--- config.mk ---
export PLATFORM = sky130hd
export DESIGN_NAME = instr_fetch_64
export DESIGN_NICKNAME = d
export VERILOG_FILES = /design/src/rtl/instr_fetch_64.sv
export SDC_FILE = /design/constraint.sdc
export NUM_CORES = 1
export LEC_CHECK = 0
export ABC_AREA = 1
export BUFFER_PORTS_ARGS = -buffer_cell sky130_fd_sc_hd__buf_2
export CORE_MARGIN = 8
export CORE_UTILIZATION = 60
export DETAILED_ROUTE_END_ITERATION = 8
export PLACE_DENSITY = 0.92
export REMOVE_ABC_BUFFERS = 1
export SLEW_MARGIN = 30
export SYNTH_ARGS = -nofsm -noshare
export SYNTH_HDL_FRONTEND = slang
export SYNTH_SLANG_ARGS = --single-unit
export TNS_END_PERCENT = 30
--- constraint.sdc ---
create_clock -name clk -period 5.4 [get_ports clk]
set_input_delay 1.08 -clock clk [delete_from_list [all_inputs] [get_ports clk]]
set_output_delay 1.08 -clock clk [all_outputs]
set_load 0.005 [all_outputs]
--- src/rtl/instr_fetch_64.sv ---
// Instruction fetch stage: owns the PC, issues one word read per fetch over
// req/gnt/rvalid and hands the returned word to the IR with a load strobe.
module instr_fetch_64 #(
  parameter int                 ADDR_W   = 64,
  parameter logic [ADDR_W-1:0]  RESET_PC = '0,
  parameter int                 TIMEOUT  = 255
) (
  input  logic              clk,
  input  logic              reset,
  input  logic              fetch_start,
  input  logic              pc_load,
  input  logic [ADDR_W-1:0] pc_in,
  input  logic              fault_clr,
  output logic              mem_req,
  output logic [ADDR_W-1:0] mem_addr,
  input  logic              mem_gnt,
  input  logic              mem_rvalid,
  input  logic [31:0]       mem_rdata,
  input  logic              mem_err,
  output logic [ADDR_W-1:0] pc,
  output logic [31:0]       instruction,
  output logic              load_ir,
  output logic              fetch_busy,
  output logic              fetch_fault,
  output logic [1:0]        fault_cause
);

  typedef enum logic [1:0] {
    S_IDLE,
    S_REQ,
    S_WAIT,
    S_FAULT
  } state_t;

  localparam logic [7:0] TO_LAST = 8'(TIMEOUT - 1);

  state_t            state;
  state_t            state_n;
  logic [1:0]        cause_n;
  logic [ADDR_W-1:0] fetch_addr;
  logic [ADDR_W-1:0] start_addr;
  logic [ADDR_W-1:0] pending_pc;
  logic              pending;
  logic [7:0]        cnt;
  logic              tmo;
  logic              done;
  logic              fault_entry;

  assign mem_req    = (state == S_REQ);
  assign mem_addr   = fetch_addr;
  assign fetch_busy = (state == S_REQ) || (state == S_WAIT);
  assign start_addr = pc_load ? pc_in : pc;
  assign tmo        = (cnt >= TO_LAST);
  assign done       = (state == S_WAIT) && mem_rvalid && !mem_err;

  always_comb begin
    state_n = state;
    cause_n = 2'd0;
    unique case (state)
      S_IDLE: begin
        if (fetch_start) begin
          if (start_addr[1:0] != 2'b00) begin
            state_n = S_FAULT;
            cause_n = 2'd1;
          end else begin
            state_n = S_REQ;
          end
        end
      end
      S_REQ: begin
        if (mem_gnt) begin
          state_n = S_WAIT;
        end else if (tmo) begin
          state_n = S_FAULT;
          cause_n = 2'd3;
        end
      end
      S_WAIT: begin
        // a response arriving on the timeout cycle still counts
        if (mem_rvalid) begin
          if (mem_err) begin
            state_n = S_FAULT;
            cause_n = 2'd2;
          end else begin
            state_n = S_IDLE;
          end
        end else if (tmo) begin
          state_n = S_FAULT;
          cause_n = 2'd3;
        end
      end
      S_FAULT: begin
        if (fault_clr) state_n = S_IDLE;
      end
      default: state_n = S_IDLE;
    endcase
  end

  assign fault_entry = (state != S_FAULT) && (state_n == S_FAULT);

  always_ff @(posedge clk or negedge reset) begin
    if (!reset) begin
      state <= S_IDLE;
    end else begin
      state <= state_n;
    end
  end

  always_ff @(posedge clk or negedge reset) begin
    if (!reset) begin
      pc          <= RESET_PC;
      fetch_addr  <= '0;
      pending     <= 1'b0;
      pending_pc  <= '0;
      cnt         <= 8'd0;
      instruction <= 32'd0;
      load_ir     <= 1'b0;
      fetch_fault <= 1'b0;
      fault_cause <= 2'd0;
    end else begin
      load_ir <= done;
      if (done) begin
        instruction <= mem_rdata;
        if (pc_load) begin
          pc <= pc_in;
        end else if (pending) begin
          pc <= pending_pc;
        end else begin
          pc <= fetch_addr + ADDR_W'(4);
        end
      end else if (pc_load && !fetch_busy) begin
        pc <= pc_in;
      end

      if (fault_entry || done) begin
        pending <= 1'b0;
      end else if (pc_load && fetch_busy) begin
        pending    <= 1'b1;
        pending_pc <= pc_in;
      end

      if (state == S_IDLE && state_n == S_REQ) begin
        fetch_addr <= start_addr;
      end

      if (state == S_IDLE) begin
        cnt <= 8'd0;
      end else if (fetch_busy) begin
        cnt <= cnt + 8'd1;
      end

      if (fault_entry) begin
        fetch_fault <= 1'b1;
        fault_cause <= cause_n;
      end else if (state == S_FAULT && fault_clr) begin
        fetch_fault <= 1'b0;
        fault_cause <= 2'd0;
      end
    end
  end

endmodule

==> results.toml <==
[run_status]
status = "completed"

[timing]
rsz0062_at_grt = "false"
fin_skew_ps = 13.1
tightest_slew_ps = 988
relSlewSlack = 0.336
hold_viol = 0
drv_slew = 0
fmax_ghz = 0.273
finalCriticalPeriod_ps = 3670
finalSetupViolCount = 0
min_period_over_period = 0.679

[critical_path]
crit_type = "register to register"
crit_family = "buffers and inverters"
crit_chain = "inv_1 > ha_1 > inv_1 > nor2_2 > buf_4 > clkinv_2 > buf_4 > o21ai_4 > clkinv_2 > a21oi_1 > a22oi_1"
arrival_ps = 4020
cp.required_ps = 5760
endpoint_kind = "register"
critPathBufInv = 6
crit_fanout = 54
slowest_delay_ps = 710
critPathSlowestCell = "clkinv_2"
crit_path_start_kind = "register"

[cts]
root_buffer = "clkbuf_16"
clkSlewWorstSetupHoldPaths_ps = 60
clock_path_buffers = 3
cts_sinks = 239
postCtsSetupRepairBufs = 0
ctsHoldBuffers = 0
tritoncts = "yes"
cts_resized = 0
cts_made_buffers = 25
htreeDepth = 1
clock_latency_ps = 530

[yosys]
synth-main-ff-cell = "dfrtp_1"
yosysSeqAreaShare = 0.450
synth-adder-area-share = 0.00659
netlist_top_cells_area = "dfrtp_1 45%, nand2_1 19%, nor2_1 7.4%, nand4_1 4.5%, nand3_1 3.6%"
syn_inst = 1880
yosys_warnings = 0
synth-edff-count = 0
synth-xor-area-share = 0.0152
yosys-top-cells-count = "655 x nand2_1, 261 x nor2_1, 239 x dfrtp_1"
async_flop_share = 1.00
syn_avg_cell_area_um2 = 7.06
synth.largest_area_cell = "dfrtp_1"
yosys.cell_types.count = 37
synth_top_family_by_area = "simple AND/OR/NAND/NOR gates"
yosysTopAreaCellShare = 0.450
netlist_area_um2 = 13300
yosys.cell_count.top_type = "nand2_1"
synth-compound-area-share = 0.0925
synth-simple-area-share = 0.366
ys_seq_elements = 239
yosys-mux-area-fraction = 0

[placement]
portBuffers = 269
hpwl_mm = 32.3
gp_congestion = 0.959
dpl.cell_count = 2348

[job]
maxCapViolCount = 0

[die]
start_util = 0.610
die_y_um = 165
ios = 270
core_um2 = 21800
die_area_um2 = 27200
dieWidth_um = 165
fp-row-count = 54

[route]
final_antenna_net_count = 0
wl_mm = 46.6
drt-pass1-iter-count = 9
routedWlPerCell_um = 19.5
drt_iter0_drc = 2148
via_per_inst = 6.04
route.vias.total = 14400
drcViolationCount = 0

[pwr]
power_density_nw_per_um2 = 600
vdd_ir_drop_max_mv = 0.395
intPower_mw = 5.06
clkPwrFrac = 0.180
p_leak_nw = 7.83
switching_share = 0.454
power_frac_comb = 0.440
switching_power_mw = 4.21
pwr-share-seq = 0.380

[global_route]
grt_usage = 0.338
overflow = 0
grt_max_degree = 118
grt_pass1_vias = 14200
grt_pass1_wl_mm = 73.4
antenna_found_initial = 3

[cells_and_area]
fin_nets = 2206
diodes = 0
drive_gt1_frac = 0.167
postLayoutCoreUtil = 0.711
area_growth_pct = 16.5
layout.cells.non_filler = 2390

[min_path]
hold_class = "register to register"
tightest hold or removal path: stages, from the launching register on:
cell	delay, ps
dfrtp_1	340
nand2_1	50
nand2_1	50
power groups by stage:
stage | Combinational (mW) | Clock, mW | Sequential (mW)
after CTS | 4.04 | 1.68 | 3.48
after global placement | 3.86 | 0 | 3.46
after detailed placement | 4.02 | 0 | 3.49
after floorplan | 2.32 | 0 | 3.33
final | 4.09 | 1.67 | 3.53
after global routing | 4.51 | 1.74 | 3.60
flip-flops by register name, summed over array words and instances, names as in the netlist:
name and flops:
fetch_fault 1, pending 1, mem_addr 64, fault_cause 2, cnt 8, load_ir 1, state 2, pending_pc 64
pc 64, instruction 32
per-layer routing:
metal	share of wire	vias up	track usage	wire, um
met1	0.36	6629	0.410	16700
met2	0.45	1082	0.543	21200
met3	0.13	221	0.0865	5950
li1	-	6509	-	-
met4	0.058	6	0.190	2710
met5	0.00077	-	0	36
worst paths after layout:
check	start	endpoint	slack, ps	cells past startpoint
worst max-delay path	state[0]	pc[25]	1730	11
worst min-delay path	pending_pc[16]	pending_pc[16]	470	2
worst max register to register	state[0]	pc[25]	1730	11
worst min register to register	pending_pc[16]	pending_pc[16]	470	2
max in group asynchronous	reset	pc[51]	3590	2
min in group asynchronous	reset	mem_addr[16]	630	1
layout by cell type, fill, tap and decap left out, types with 4 or more instances in the layout:
master     instances
nor2_1           261
nand3_1           95
dfrtp_1          239
o21a_1             8
o21ai_1           71
o211ai_1           5
a21oi_1           83
a22oi_1            9
buf_2            267
nand2_1          655
nor3_1            27
inv_2             10
xor2_1            21
clkbuf_1          10
ha_1               7
buf_4             17
clkinv_2           4
inv_1            107
clkinv_1           5
nand2_2            5
clkbuf_16         25
nor2_2             5
o21ai_0           27
a31oi_1           18
clkbuf_8           4
nand4_1           96
kinds of logic after synthesis:
family,after synthesis
fa+ha+maj,7
simple gates,1159
xor+xnor,23
compound gates,227
flops,239
buf+inv,225
layout make-up:
type                    count  area (um2)
clock buffers              39         718
clock inverters             3        43.8
fillers                  1777        6280
inverters                 126         479
multi-input cells        1416        6380
flip-flops and latches    239        5980
well taps                 280         350
repair buffers            287        1520
metrics by stage:
step / hold slack [ps] / setup WS, ps / instance area, um2 / power (mW) / setup TNS (ps)
finish: 472 / 1730 / 15500 / 9.28 / 0
global route: 485 / 1580 / 15500 / 9.85 / 0
CTS: 473 / 2170 / 15500 / 9.21 / 0
detailed placement: 454 / 1720 / 14700 / 7.50 / 0
global placement: 449 / 1620 / 14700 / 7.32 / 0
floorplan: 437 / -731 / 12800 / 5.66 / -30320
No activity file was read; power rests on OpenSTA's default activity.
